`config.mk`:
```
export PLATFORM = sky130hd
export DESIGN_NAME = pipe_hold_ctrl
export DESIGN_NICKNAME = d
export VERILOG_FILES = /design/src/rtl/pipe_hold_ctrl.sv
export SDC_FILE = /design/constraint.sdc
export NUM_CORES = 1
export LEC_CHECK = 0
export CAP_MARGIN = 20
export CELL_PAD_IN_SITES_DETAIL_PLACEMENT = 1
export CELL_PAD_IN_SITES_GLOBAL_PLACEMENT = 1
export CORE_ASPECT_RATIO = 1.25
export CORE_UTILIZATION = 36
export DETAILED_ROUTE_END_ITERATION = 6
export GPL_TIMING_DRIVEN = 0
export PLACE_DENSITY = 0.83
export SYNTH_ARGS = -nofsm -noshare
export SYNTH_HDL_FRONTEND = slang
export SYNTH_SLANG_ARGS = --single-unit
export TNS_END_PERCENT = 20
```
`constraint.sdc`:
```
create_clock -name clk -period 2.6 [get_ports clk]
set_input_delay 0.39 -clock clk [delete_from_list [all_inputs] [get_ports clk]]
set_output_delay 0.39 -clock clk [all_outputs]
set_load 0.05 [all_outputs]
```
`src/rtl/pipe_hold_ctrl.sv`:
```
// Pipeline sequencer: drives per-stage hold/flush fields, redirect strobe and debug halt.
// Optional statistics counters are enabled by defining PIPE_HOLD_CTRL_STAT_EN.
module pipe_hold_ctrl #(
  parameter int unsigned FLUSH_CYCLES = 2,
  parameter int unsigned DRAIN_CYCLES = 3,
  parameter int unsigned ADDR_W       = 32
) (
  input  logic              clk,
  input  logic              rst,
  input  logic              jump_req_i,
  input  logic [ADDR_W-1:0] jump_addr_i,
  input  logic              ex_hold_i,
  input  logic              bus_hold_i,
  input  logic              dbg_halt_i,
  input  logic              dbg_resume_i,
  output logic              jump_flag_o,
  output logic [ADDR_W-1:0] jump_addr_o,
  output logic [7:0]        hold_o,
  output logic              halted_o,
  output logic [2:0]        state_o
`ifdef PIPE_HOLD_CTRL_STAT_EN
  ,
  output logic [31:0]       stall_cnt_o,
  output logic [31:0]       flush_cnt_o,
  output logic [31:0]       halt_cnt_o
`endif
);

  localparam int unsigned CNT_W = 4;

  localparam logic [1:0] F_RUN   = 2'b00;
  localparam logic [1:0] F_HOLD  = 2'b01;
  localparam logic [1:0] F_FLUSH = 2'b10;

  typedef enum logic [2:0] {
    ST_RUN    = 3'd0,
    ST_FLUSH  = 3'd1,
    ST_STALL  = 3'd2,
    ST_DRAIN  = 3'd3,
    ST_HALTED = 3'd4
  } state_e;

  state_e             state, state_nx;
  logic [CNT_W-1:0]   cnt, cnt_nx, cnt_dec;
  logic               pend_jump, pend_jump_nx;
  logic [ADDR_W-1:0]  pend_addr, pend_addr_nx;
  logic               pend_halt, pend_halt_nx;
  logic               halt_block, halt_block_nx;
  logic               jump_flag_nx;
  logic [ADDR_W-1:0]  jump_addr_nx;
  logic [1:0]         pc_f, if_id_f, id_ex_f, ex_mem_f;
  logic               stall_any;
  logic               halt_new;
  logic               can_jump;

  assign stall_any = bus_hold_i | ex_hold_i;
  // A halt still held across a resume must drop before it can halt again.
  assign halt_new  = dbg_halt_i & ~halt_block;
  assign can_jump  = ~jump_flag_o;
  assign cnt_dec   = (cnt == '0) ? '0 : cnt - CNT_W'(1);

  // State register
  always_ff @(posedge clk) begin
    if (rst) begin
      state <= ST_RUN;
    end else begin
      state <= state_nx;
    end
  end

  // Counter, pending requests and registered redirect outputs
  always_ff @(posedge clk) begin
    if (rst) begin
      cnt         <= '0;
      pend_jump   <= 1'b0;
      pend_addr   <= '0;
      pend_halt   <= 1'b0;
      halt_block  <= 1'b0;
      jump_flag_o <= 1'b0;
      jump_addr_o <= '0;
    end else begin
      cnt         <= cnt_nx;
      pend_jump   <= pend_jump_nx;
      pend_addr   <= pend_addr_nx;
      pend_halt   <= pend_halt_nx;
      halt_block  <= halt_block_nx;
      jump_flag_o <= jump_flag_nx;
      jump_addr_o <= jump_addr_nx;
    end
  end

  // Next-state and next-datapath logic
  always_comb begin
    state_nx      = state;
    cnt_nx        = cnt;
    pend_jump_nx  = pend_jump;
    pend_addr_nx  = pend_addr;
    pend_halt_nx  = pend_halt;
    halt_block_nx = halt_block & dbg_halt_i;
    jump_flag_nx  = 1'b0;
    jump_addr_nx  = jump_addr_o;
    case (state)
      ST_RUN: begin
        if (stall_any) begin
          state_nx = ST_STALL;
          if (jump_req_i) begin
            pend_jump_nx = 1'b1;
            pend_addr_nx = jump_addr_i;
          end
          if (halt_new) pend_halt_nx = 1'b1;
        end else if (jump_req_i && can_jump) begin
          jump_flag_nx = 1'b1;
          jump_addr_nx = jump_addr_i;
          state_nx     = ST_FLUSH;
          cnt_nx       = CNT_W'(FLUSH_CYCLES);
        end else if (halt_new || pend_halt) begin
          state_nx     = ST_DRAIN;
          cnt_nx       = CNT_W'(DRAIN_CYCLES);
          pend_halt_nx = 1'b0;
        end
      end
      ST_STALL: begin
        if (halt_new) pend_halt_nx = 1'b1;
        if (stall_any) begin
          // Keep the oldest redirect; later ones are on its wrong path.
          if (jump_req_i && !pend_jump) begin
            pend_jump_nx = 1'b1;
            pend_addr_nx = jump_addr_i;
          end
        end else if (pend_jump || jump_req_i) begin
          jump_flag_nx = 1'b1;
          jump_addr_nx = pend_jump ? pend_addr : jump_addr_i;
          pend_jump_nx = 1'b0;
          state_nx     = ST_FLUSH;
          cnt_nx       = CNT_W'(FLUSH_CYCLES);
        end else begin
          state_nx = ST_RUN;
        end
      end
      ST_FLUSH: begin
        if (halt_new) pend_halt_nx = 1'b1;
        if (!bus_hold_i) begin
          cnt_nx = cnt_dec;
          if (cnt_dec == '0) state_nx = ST_RUN;
        end
      end
      ST_DRAIN: begin
        if (jump_req_i && can_jump) begin
          jump_flag_nx = 1'b1;
          jump_addr_nx = jump_addr_i;
          cnt_nx       = CNT_W'(DRAIN_CYCLES);
        end else if (!bus_hold_i) begin
          cnt_nx = cnt_dec;
          if (cnt_dec == '0) state_nx = ST_HALTED;
        end
      end
      ST_HALTED: begin
        if (dbg_resume_i) begin
          state_nx      = ST_RUN;
          halt_block_nx = dbg_halt_i;
        end
      end
      default: state_nx = ST_RUN;
    endcase
  end

  // Per-stage field decode; a busy data bus freezes every stage
  always_comb begin
    pc_f     = F_RUN;
    if_id_f  = F_RUN;
    id_ex_f  = F_RUN;
    ex_mem_f = F_RUN;
    halted_o = 1'b0;
    case (state)
      ST_RUN, ST_STALL: begin
        if (bus_hold_i) begin
          pc_f     = F_HOLD;
          if_id_f  = F_HOLD;
          id_ex_f  = F_HOLD;
          ex_mem_f = F_HOLD;
        end else if (ex_hold_i) begin
          pc_f     = F_HOLD;
          if_id_f  = F_HOLD;
          id_ex_f  = F_HOLD;
          ex_mem_f = F_FLUSH;
        end
      end
      ST_FLUSH: begin
        if (bus_hold_i) begin
          pc_f     = F_HOLD;
          if_id_f  = F_HOLD;
          id_ex_f  = F_HOLD;
          ex_mem_f = F_HOLD;
        end else begin
          if_id_f  = F_FLUSH;
          id_ex_f  = F_FLUSH;
        end
      end
      ST_DRAIN: begin
        if (bus_hold_i) begin
          pc_f     = F_HOLD;
          if_id_f  = F_HOLD;
          id_ex_f  = F_HOLD;
          ex_mem_f = F_HOLD;
        end else begin
          pc_f     = F_HOLD;
          if_id_f  = F_FLUSH;
        end
      end
      ST_HALTED: begin
        pc_f     = F_HOLD;
        if_id_f  = F_HOLD;
        id_ex_f  = F_HOLD;
        ex_mem_f = F_HOLD;
        halted_o = 1'b1;
      end
      default: ;
    endcase
  end

  assign hold_o  = {ex_mem_f, id_ex_f, if_id_f, pc_f};
  assign state_o = state;

`ifdef PIPE_HOLD_CTRL_STAT_EN
  logic any_hold;
  assign any_hold = (pc_f == F_HOLD) || (if_id_f == F_HOLD) ||
                    (id_ex_f == F_HOLD) || (ex_mem_f == F_HOLD);

  // Free-running event counters, wrapping at 2^32
  always_ff @(posedge clk) begin
    if (rst) begin
      stall_cnt_o <= '0;
      flush_cnt_o <= '0;
      halt_cnt_o  <= '0;
    end else begin
      if (any_hold)     stall_cnt_o <= stall_cnt_o + 32'd1;
      if (jump_flag_nx) flush_cnt_o <= flush_cnt_o + 32'd1;
      if ((state != ST_HALTED) && (state_nx == ST_HALTED))
        halt_cnt_o <= halt_cnt_o + 32'd1;
    end
  end
`endif

endmodule
```
# Word-level counts from Yosys, hierarchy flattened
# Cells that the tools add are included.
# totals
ff_bits	75
out_inout_bits	45
wordCells	120
# op_classes
addsub	1
eq_ne	23
muxes	61
bitwise	5
reduce_logical	22
# ops
op	count
two-way mux 32 bit	9
case mux 32 bit (3 select lines)	1
case mux 32 bit (2 select lines)	1
two-way mux 4 bit	8
two-way mux 3 bit	10
inequality test 2 bit, second input constant	13
two-way mux 1 bit	20
case mux 4 bit (4 select lines)	1
inequality test 3 bit, second input constant	5
case mux 3 bit (5 select lines)	1
AND reduction 5 bit	3
case mux 2 bit (3 select lines)	2
logical NOT 4 bit	2
case mux 2 bit (4 select lines)	1
AND reduction 8 bit	1
OR reduction 2 bit	4
== test 3 x 2 -> 1 bit, second input constant	2
two-way mux 2 bit	3
case mux 1 bit (3 select lines)	2
inequality test 4 bit, second input constant	1
case mux 1 bit (2 select lines)	2
AND reduction 4 bit	1
nonzero test 2 bit	2
nonzero test 4 bit	1
12 further kinds	16

# Longest topological paths before layout
# Gate-level depths: netlist of run 1.
# depth
depth_word	7
ltp_mapped	7
ltp_nobuf	4

# Worst setup path after synthesis of run 1
# Ideal clock, no wire load.
# synth_path
kind	register to output
from	reg state[0], in the netlist state_o[0]
to	out hold_o[0]
t_arrival_ns	2.547
required_time_ns	2.210
setup_slack_ns	-0.337
stages_incl_launch_ff	6
path_cell_list	dfxtp_1 -> clkbuf_1 -> inv_1 -> a21oi_1 -> o21ai_0 -> a21o_1
# synth_via
elab_chain_cells	3
word_cells_on_any_way	8
# synth_lines
item	line_no	text
from (decl)	43	state_e state, state_nx;
from (signal assigned)	67	state <= state_nx;
== test 3 x 2 -> 1 bit, or another cell as far along	174	case (state)
OR reduction 2 bit (on tied branches)	-	
case mux 1 bit (3 select lines) (*)	174	
to (decl)	18	output logic [7:0] hold_o,
# Mark *: on every way between the ends. The rest lies on a longest branch, timed or not.

# Final worst setup path of run 1
# layout_path
from	reg state[2], in the netlist state_o[2]
to	out halted_o
# layout_via
elab_chain_cells	2
# layout_lines
item	line_no	text
== test 3 bit	174	
two-way mux 1 bit	174	
to (decl)	19	output logic halted_o,
# No other way between the ends.

==> results by group, run 1 <==
Detailed routing
  • Mean number of vias per cell: 5.28
  • Metal2 WL: 5280 microns
  • Drt first-iter violations: 104
  • 1st-pass router iterations: 4
  • DR DRC count: 0
  • DR top layer: met4
  • Routed wl met3: 315 microns
  • Via Count: 3260
  • DRT met1 WL: 4310 microns
  • Final ANT Viol Nets: 0
  • Final wirelength: 10100 microns
  • Drt wl/cell: 16.4 microns

Floorplan
  • Die X: 88.6 microns
  • Effective utilization at floorplan: 37.0%
  • I/O pin cnt: 84
  • Core Area: 0.00913 sq mm
  • FP Rows: 39
  • Die Area: 0.00978 sq mm
  • Chip height: 110 microns

Clock tree
  • CTS resizes: 9
  • Htree depth: 3
  • CTS Buffer Depth: 2
  • Worst-path clk slew: 0.06 ns
  • Post-CTS Setup Repair Bufs: 0
  • Total CTS buffers: 9
  • Clock Tree Root: clkbuf_16
  • TritonCTS clock tree: done
  • # hold bufs at CTS: 0
  • Clock sink count: 75
  • Clock Latency Late Sink: 0.34 ns

Worst setup path
  • WS Path Type: flip-flop to output port
  • WP data arrival: 2.08 ns
  • Data required, critical path: 2.21 ns
  • Crit end category: output port
  • Crit Path Max Fanout: 10
  • CP startpoint kind: flip-flop
  • FF-to-FF End: jump_addr_o[10]
  • CP peak stage delay: 0.49 ns
  • CP cell instances: buf_2 -> clkbuf_1 -> nand2_1 -> inv_1 -> clkdlybuf4s15_1
  • Critical R2R Launch: state_o[1]
  • R2R cell count: 7
  • Critical path's slowest cell: clkdlybuf4s15_1
  • Worst reg-to-reg setup slack: 0.46 ns

Yosys
  • Synth top cells by count: 75 x dfxtp_1, 72 x nand2_1, 42 x a21oi_1, 34 x a211oi_1
  • Mean Syn Cell Area: 8.51 sq um
  • Ys flop type: dfxtp_1
  • Share of the synthesized area in the top cell type: 44.4%
  • Number of synthesized flops with an enable pin: 0
  • Top cells by area, synth: dfxtp_1 44%, mux2i_1 9.8%, nand2_1 8.0%
  • Register area share after synthesis: 44.4%
  • Yosys cell types: 43
  • Ys Warns: 0
  • Post-synth top area cell: dfxtp_1
  • #FFs+latches synth: 75
  • Syn_nets: 436
  • Most frequent cell after synthesis: dfxtp_1
  • Syn Inst Count: 397
  • Synth Cell Area: 0.00338 sq mm
  • Ys async rst share: 0%

Power and ir drop
  • Cell Pwr Density: 1020 mW/mm^2
  • Psw: 1.94 mW
  • Static Leak: 1.65 nW
  • Max VDD drop: 0.486 mV
  • Internal: 2.75 mW
  • Switching share of power: 41.4%
  • Clock Power Share: 25.0%
  • Sequential Power Share: 32.5%
  • Comb pwr share: 42.5%

Hold path
  • Hold_sp: pend_addr[21]
  • Min-Delay Path Depth: 2
  • HP Class: flip-flop to flip-flop
  • WHS Endpoint: pend_addr[21]

GRT
  • Number of global-route vias before repair: 3334
  • Largest net degree at the start of global routing: 14
  • First-pass GRT wire length: 15700 microns
  • Initial antenna violation count: 0
  • GR Overflow Total: 0
  • Total Routing Usage GR: 21.4%

Layout
  • Antenna cells: 0
  • Final core utilization: 50.7%
  • Final Cell Area: 0.00462 sq mm
  • Fillers: 1109
  • Nets: 528
  • Seq. cell area: 0.00150 sq mm
  • Final Non-Filler Cells: 617
  • Layout cells sized above 1: 8.30%
  • Layout area overhead: 36.8%
  • Area of the multi-input gates: 0.00169 sq mm

STA
  • Final period util: 95.0%
  • Fin. Hold Viols: 0
  • Final Max Tran Viols: 0
  • RSZ-0062 raised after global routing: false
  • Max-slew headroom: 62.6%
  • Worst-margin pin slew: 0.561 ns
  • FMAX: 405 MHz
  • Setup violations, final: 0
  • Hold Slack: 0.456 ns
  • Clock Skew: 0.00559 ns
  • Final min period: 2.47 ns

Run status
  • Outcome: completed

Placed design
  • Gpl congestion: 0.881
  • IO Port Bufs: 81
  • Placed cell areas: 0.00435 sq mm
  • HPWL Detailed: 7230 microns
  • Placed Instances: 601

Run
  • Max_cap viols: 0
-- critical path: cells and delay by family, from the launching register on --
kind	cells	cell delay, ns
buffers and inverters	4	1.19
DFF	1	0.32
and+or+nand+nor	1	0.23
-- routing by layer --
metal  GRT usage, %  up-vias
met5              0        -
li1               -     1599
met1           24.1     1576
met3           4.47       18
met4           9.79        0
met2           38.4       67
-- metrics by stage --
step | power, mW | setup WS (ns) | setup TNS, ns
finish | 4.69 | 0.131 | 0
global route | 4.93 | 0.00259 | 0
detailed placement | 3.54 | -0.224 | -5.41
global placement | 3.49 | -0.221 | -2.53
CTS | 4.72 | 0.0182 | 0
floorplan | 2.90 | -0.0170 | -0.0170
-- layout by cell type (no fill, tap or decap), types with 2 or more instances in the layout --
cell type and count:
a21o_1 2, dlymetal6s2s_1 2, nor2b_1 4, buf_2 5, o21ai_0 9, nand2_1 72, dfxtp_1 75, a21oi_1 42
clkinvlp_4 3, clkinv_2 2, nor3_1 33, buf_4 7, o211ai_1 3, clkbuf_2 6, inv_1 7, nand4_1 4
or3_1 2, a211oi_1 34, mux2i_1 33, nor2_1 11, clkdlybuf4s50_1 73, clkbuf_16 9, clkbuf_1 19, nand2b_1 4
a2bb2oi_1 2, o32ai_1 2, nor3b_1 2
-- power groups by stage --
| stage | registers [mW] | clock network, mW | logic (mW) |
|---|---|---|---|
| 2_1_floorplan | 1.99 | 0 | 0.911 |
| 3_3_place_gp | 1.54 | 0 | 1.95 |
| 3_5_place_dp | 1.54 | 0 | 2.00 |
| 4_1_cts | 1.52 | 1.19 | 2.01 |
| 5_1_grt | 1.55 | 1.24 | 2.13 |
| 6_report | 1.52 | 1.17 | 2.00 |
-- kinds of logic after synthesis --
logic type             share of synthesized area (%)
AO/OA/AOI/OAI                                   20.4
multiplexers                                    9.78
flip-flops                                      44.4
other                                          0.111
AND/OR/NAND/NOR                                 19.4
buffers and inverters                           5.85
-- sequential cells by signal, summed over array words and instances (netlist names) --
register     count
jump_addr_o     32
pend_addr       32
cnt              4
state_o          3
halt_block       1
jump_flag_o      1
pend_halt        1
pend_jump        1
-- how the worst max path moves through the flow --
stage	start	cells after the start	slack (ns)	to
final	state_o[2]	5	0.13	halted_o
after global routing	state_o[2]	5	0.003	halted_o
after CTS	state_o[2]	6	0.02	hold_o[0]
after detailed placement	bus_hold_i	6	-0.22	hold_o[0]
after global placement	bus_hold_i	6	-0.22	hold_o[0]
after floorplan	state_o[0]	3	-0.02	hold_o[5]
-- area by class of cell --
cell class | count | share of cell area [%]
Tap cell | 123 | 3.33
Buffer | 35 | 3.76
Clock buffer | 10 | 5.17
Timing Repair Buffer | 81 | 17.2
Sequential cell | 75 | 32.5
Inverter | 7 | 0.568
Multi-Input combinational cell | 280 | 36.6
Clock inverter | 6 | 0.893
(Power assumes the default switching activity.)
==> run 2, diff against run 1 <==
--- a/config.mk
+++ b/config.mk
@@ -9,10 +9,13 @@
 export CELL_PAD_IN_SITES_DETAIL_PLACEMENT = 1
 export CELL_PAD_IN_SITES_GLOBAL_PLACEMENT = 1
 export CORE_ASPECT_RATIO = 1.25
-export CORE_UTILIZATION = 36
+export CORE_UTILIZATION = 37
+export CTS_BUF_LIST = sky130_fd_sc_hd__clkbuf_4 sky130_fd_sc_hd__clkbuf_8
 export DETAILED_ROUTE_END_ITERATION = 6
+export GPL_ROUTABILITY_DRIVEN = 0
 export GPL_TIMING_DRIVEN = 0
-export PLACE_DENSITY = 0.83
+export PLACE_DENSITY = 0.85
+export SLEW_MARGIN = 30
 export SYNTH_ARGS = -nofsm -noshare
 export SYNTH_HDL_FRONTEND = slang
 export SYNTH_SLANG_ARGS = --single-unit
==> results by group, run 2 (same netlist as run 1, synthesis figures left out) <==
Run status
  • Outcome: completed

Clock tree
  • Total CTS buffers: 9 (unchanged)
  • Clock Latency Late Sink: 0.36 ns (+0.02 ns)
  • Worst-path clk slew: 0.09 ns (+0.03 ns)
  • CTS Buffer Depth: 2 (unchanged)
  • # hold bufs at CTS: 0 (unchanged)
  • Clock sink count: 75 (unchanged)
  • Clock Tree Root: clkbuf_8
  • TritonCTS clock tree: done
  • Htree depth: 3 (unchanged)

Power and ir drop
  • Clock Power Share: 23.2% (-1.8 points)
  • Internal: 2.66 mW (-3.3%)
  • Switching share of power: 41.9% (+0.52 points)
  • Comb pwr share: 43.6% (+1.1 points)
  • Sequential Power Share: 33.2% (+0.7 points)
  • Psw: 1.92 mW (-1.2%)
  • Max VDD drop: 0.413 mV (-15%)
  • Cell Pwr Density: 1000 mW/mm^2 (-1.4%)
  • Static Leak: 1.64 nW (-0.65%)

GRT
  • Largest net degree at the start of global routing: 15 (+1)
  • GR Overflow Total: 0 (unchanged)
  • Number of global-route vias before repair: 3343 (+0.27%)
  • First-pass GRT wire length: 16200 microns (+3.3%)
  • Initial antenna violation count: 0 (unchanged)
  • Total Routing Usage GR: 22.2% (+0.81 points)

Hold path
  • Min-Delay Path Depth: 2 (unchanged)
  • HP Class: flip-flop to flip-flop
  • Hold_sp: pend_addr[13]
  • WHS Endpoint: pend_addr[13]

Detailed routing
  • Final ANT Viol Nets: 0 (unchanged)
  • DR DRC count: 0 (unchanged)
  • Final wirelength: 10000 microns (-1.4%)
  • Drt wl/cell: 16.3 microns (-0.87%)
  • Drt first-iter violations: 88 (-15%)
  • Via Count: 3241 (-0.58%)
  • 1st-pass router iterations: 4 (unchanged)
  • Mean number of vias per cell: 5.28 (about the same)

STA
  • TNS Setup: 0 ns (unchanged)
  • Worst-margin pin slew: 0.642 ns (+0.0810 ns)
  • Final period util: 97.9% (+2.9 points)
  • Fin. Hold Viols: 0 (unchanged)
  • Final Max Tran Viols: 0 (unchanged)
  • Clock Skew: 0.00996 ns (+0.00437 ns)
  • Hold Slack: 0.458 ns (+0.00230 ns)
  • Final min period: 2.55 ns (+0.0761 ns)
  • Max-slew headroom: 56.8% (-5.8 points)
  • FMAX: 393 MHz (-3.0%)
  • Setup WS post-layout: 0.0545 ns (-0.0761 ns)
  • Setup violations, final: 0 (unchanged)
  • RSZ-0062 raised after global routing: true

Worst setup path
  • WS Path Type: flip-flop to output port
  • Critical R2R Launch: state_o[2]
  • CP peak stage delay: 0.52 ns (+0.03 ns)
  • WP data arrival: 2.16 ns (+0.08 ns)
  • Crit Path Max Fanout: 10 (unchanged)
  • Data required, critical path: 2.21 ns (about the same)
  • R2R cell count: 6 (-1)
  • Crit end category: output port
  • Worst reg-to-reg setup slack: 0.39 ns (-0.07 ns)
  • CP cell instances: buf_2 -> clkbuf_1 -> nand2_1 -> o21ai_0 -> clkdlybuf4s15_1
  • CP startpoint kind: flip-flop
  • FF-to-FF End: jump_addr_o[2]
  • Critical path's slowest cell: clkdlybuf4s15_1

Layout
  • Commonest non-fill, non-tap cell in the layout: dfxtp_1
  • Final core utilization: 52.3% (+1.6 points)
  • Fillers: 1082 (-2.4%)
  • Antenna cells: 0 (unchanged)
  • Largest regs: jump_addr_o: 32 flops, pend_addr: 32 flops, cnt: 4 flops
  • Final Cell Area: 0.00457 sq mm (-1.1%)
  • Layout area overhead: 35.4%
  • Nets: 528 (unchanged)
  • Most frequent cells in the layout: 75 x dfxtp_1, 73 x clkdlybuf4s50_1, 72 x nand2_1
  • Layout cells sized above 1: 8.10% (-0.20 points)

Floorplan
  • Core Area: 0.00875 sq mm (-4.1%)
  • Effective utilization at floorplan: 38.6% (+1.6 points)
  • Die Area: 0.00952 sq mm (-2.7%)
  • I/O pin cnt: 84 (unchanged)
  • Chip height: 109 microns (-1.3%)
  • Die X: 87.5 microns (-1.3%)
  • FP Rows: 38 (-2.6%)

Placed design
  • Dpl ws: -0.208 ns (+0.0156 ns)
  • IO Port Bufs: 81 (unchanged)
  • Placed cell areas: 0.00434 sq mm (about the same)
  • HPWL Detailed: 7190 microns (-0.56%)

Run
  • Max_cap viols: 0 (unchanged)
==> run 2: stage by stage <==
step                total power [mW]  std cells
global placement                3.48        598
finish                          4.58        614
CTS                             4.59        614
floorplan                       2.90        397
detailed placement              3.54        598
global route                    4.80        614
==> run 2: metal layers <==
layer	up-vias	part of all wire (%)	global-route usage [%]
met5	-	0	0
met4	0	1.9	8.67
met3	14	3.3	4.16
met2	69	51	39.9
met1	1554	44	25.9
li1	1604	-	-
==> run 2: final cells by class <==
| class | instances | area, sq um | area share, % |
|---|---|---|---|
| Timing Repair Buffer | 81 | 805 | 17.6 |
| Buffer | 35 | 174 | 3.80 |
| Tap cell | 120 | 150 | 3.28 |
| Sequential cell | 75 | 1500 | 32.8 |
| Inverter | 7 | 26.3 | 0.575 |
| Clock buffer | 10 | 138 | 3.01 |
| Multi-Input combinational cell | 280 | 1680 | 36.8 |
| Clock inverter | 6 | 96.3 | 2.11 |
==> run 2: repair_timing <==
action                                  CTS  global route
buffers inserted                          0             0
resized for setup                        10             8
endpoints found under the setup margin    8             8
==> run 2: worst max-delay path by stage <==
| stage | from | depth (start not counted) | slack (ns) | to |
|---|---|---|---|---|
| finish | state_o[2] | 5 | 0.05 | hold_o[2] |
| detailed placement | bus_hold_i | 6 | -0.21 | hold_o[0] |
| CTS | state_o[2] | 4 | 0.009 | hold_o[7] |
| global placement | bus_hold_i | 6 | -0.23 | hold_o[0] |
| floorplan | state_o[0] | 3 | -0.02 | hold_o[5] |
| global route | state_o[2] | 5 | -0.13 | hold_o[2] |
==> run 2: worst max-delay path: cells and delay by family (launching register included) <==
family | cells | cell delay (ns)
AOI/OAI and AO/OA | 1 | 0.12
DFF | 1 | 0.33
and+or+nand+nor | 1 | 0.22
buffers and inverters | 3 | 1.13
==> run 2: power groups by stage <==
stage | Combinational (mW) | Sequential, mW | Clock (mW)
floorplan | 0.911 | 1.99 | 0
finish | 2.00 | 1.52 | 1.06
global placement | 1.94 | 1.54 | 0
global route | 2.14 | 1.55 | 1.12
CTS | 2.00 | 1.52 | 1.07
detailed placement | 2.00 | 1.54 | 0
==> run 3, diff against run 2 <==
--- a/config.mk
+++ b/config.mk
@@ -8,13 +8,14 @@
 export CAP_MARGIN = 20
 export CELL_PAD_IN_SITES_DETAIL_PLACEMENT = 1
 export CELL_PAD_IN_SITES_GLOBAL_PLACEMENT = 1
-export CORE_ASPECT_RATIO = 1.25
+export CORE_ASPECT_RATIO = 1.4
 export CORE_UTILIZATION = 37
 export CTS_BUF_LIST = sky130_fd_sc_hd__clkbuf_4 sky130_fd_sc_hd__clkbuf_8
 export DETAILED_ROUTE_END_ITERATION = 6
 export GPL_ROUTABILITY_DRIVEN = 0
 export GPL_TIMING_DRIVEN = 0
 export PLACE_DENSITY = 0.85
+export REMOVE_ABC_BUFFERS = 1
 export SLEW_MARGIN = 30
 export SYNTH_ARGS = -nofsm -noshare
 export SYNTH_HDL_FRONTEND = slang
==> results by group, run 3 (same netlist as run 1, synthesis figures left out) <==
Floorplan
  • Chip height: 115 microns (+5.7%)
  • I/O pin cnt: 84 (unchanged)
  • Die Area: 0.00952 sq mm (about the same)
  • Effective utilization at floorplan: 38.8% (+0.18 points)
  • FP Rows: 40 (+5.3%)
  • Die X: 82.8 microns (-5.4%)
  • Core Area: 0.00871 sq mm (-0.46%)

STA
  • Fin. Hold Viols: 0 (unchanged)
  • FMAX: 398 MHz (+1.3%)
  • Setup WS post-layout: 0.0869 ns (+0.0325 ns)
  • Final period util: 96.7% (-1.2 points)
  • Max-slew headroom: 57.1% (+0.33 points)
  • Setup violations, final: 0 (unchanged)
  • Clock Skew: 0.00472 ns (-0.00524 ns)
  • RSZ-0062 raised after global routing: false
  • Final Max Tran Viols: 0 (unchanged)
  • Worst-margin pin slew: 0.643 ns (+0.000463 ns)
  • TNS Setup: 0 ns (unchanged)
  • Final min period: 2.51 ns (-0.0325 ns)

Layout
  • Nets: 506 (-4.2%)
  • Largest regs: jump_addr_o: 32 flops, pend_addr: 32 flops, cnt: 4 flops
  • Most frequent cells in the layout: 75 x clkdlybuf4s50_1, 72 x nand2_1, 72 x dfxtp_1
  • Antenna cells: 0 (unchanged)
  • Final Non-Filler Cells: 576 (-6.2%)
  • Layout cells sized above 1: 8.07% (-0.029 points)
  • Commonest non-fill, non-tap cell in the layout: clkdlybuf4s50_1
  • Layout area overhead: 33.4%

Placed design
  • Dpl ws: -1.10 ns (-0.894 ns)
  • HPWL Detailed: 7010 microns (-2.5%)
  • Placed Instances: 559 (-6.5%)
  • IO Port Bufs: 82 (+1.2%)

Clock tree
  • Htree depth: 3 (unchanged)
  • Clock Tree Root: clkbuf_8
  • Worst-path clk slew: 0.07 ns (-0.02 ns)
  • Clock Latency Late Sink: 0.35 ns (about the same)
  • CTS Buffer Depth: 2 (unchanged)
  • TritonCTS clock tree: done
  • Total CTS buffers: 9 (unchanged)
  • Clock sink count: 75 (unchanged)

Hold path
  • Hold_sp: rst
  • HP Class: input pin to flip-flop

Worst setup path
  • WP data arrival: 2.73 ns (+0.57 ns)
  • Crit Path Max Fanout: 17 (+7)
  • CP startpoint kind: input pin
  • Data required, critical path: 2.82 ns (+0.61 ns)
  • Critical R2R Launch: state_o[1]
  • Worst Setup SP: bus_hold_i
  • WS Path Type: input pin to flip-flop
  • Crit end category: flip-flop
  • Worst reg-to-reg setup slack: 0.32 ns (-0.07 ns)

Power and ir drop
  • Power after layout: 4.37 mW (-4.5%)
  • Static Leak: 1.59 nW (-2.9%)
  • Max VDD drop: 0.508 mV (+23%)
  • Cell Pwr Density: 970 mW/mm^2 (-3.1%)

Detailed routing
  • Final wirelength: 10200 microns (+1.7%)
  • Final ANT Viol Nets: 0 (unchanged)
  • Via Count: 3269 (+0.86%)
  • Drt first-iter violations: 115 (+31%)
  • Drt wl/cell: 17.7 microns (+8.4%)
  • DR DRC count: 0 (unchanged)
  • Mean number of vias per cell: 5.68 (+7.5%)
  • 1st-pass router iterations: 4 (unchanged)

Run
  • Max_cap viols: 0 (unchanged)

Run status
  • Outcome: completed

GRT
  • GR Overflow Total: 0 (unchanged)
  • Initial antenna violation count: 0 (unchanged)
  • Number of global-route vias before repair: 3345 (+0.060%)
  • First-pass GRT wire length: 16600 microns (+2.3%)
  • Largest net degree at the start of global routing: 62 (+47)
  • Total Routing Usage GR: 22.9% (+0.64 points)
-- run 3: what timing repair did --
action,4_1_cts,5_1_grt
resized for setup,9,3
buffers inserted,1,0
endpoints found under the hold margin,0,0
hold buffers,0,0
pin swaps,2,0
setup endpoints to repair,41,3
gates cloned,1,0
-- run 3: path summary, 6_finish.rpt --
path,to,cells after the start
worst max-delay path,jump_addr_o[9],5
worst min-delay path,pend_addr[25],2
worst min register to register,pend_addr[22],2
worst max register to register,jump_addr_o[9],4
-- run 3: worst max-delay path, stage by stage --
cell and delay (ns):
clkdlybuf4s50_1 0.63, or4_4 0.60, o32ai_4 0.56, or2_4 0.41, a211oi_1 0.13
-- run 3: area by class of cell --
class	count	area, sq um
clock buffers	13	173
clock inverters	2	10.0
fillers	1055	4200
inverters	7	26.3
multi-input cells	281	1710
flip-flops and latches	75	1510
well taps	105	131
repair buffers	93	956
-- run 3: per-stage QoR --
stage | util, % | hold slack, ns | cell area [sq um]
floorplan | - | 0.429 | 3210
global placement | 47.8 | 0.441 | 4160
detailed placement | 49.4 | 0.449 | 4300
CTS | 51.7 | 0.321 | 4500
global route | 51.8 | 0.330 | 4510
finish | 51.8 | 0.337 | 4510
-- run 3: power by group --
| part | switching [mW] | internal (mW) |
|---|---|---|
| Combinational | 1.25 | 0.710 |
| Clock | 0.411 | 0.428 |
| Sequential | 0.196 | 1.38 |
-- run 3: per-layer routing --
| metal | up-vias | global-route usage (%) | share of wire, % |
|---|---|---|---|
| li1 | 1560 | - | - |
| met1 | 1616 | 26.2 | 41 |
| met2 | 75 | 41.3 | 53 |
| met3 | 18 | 4.29 | 3.7 |
| met4 | 0 | 8.05 | 1.9 |
| met5 | - | 0 | 0 |
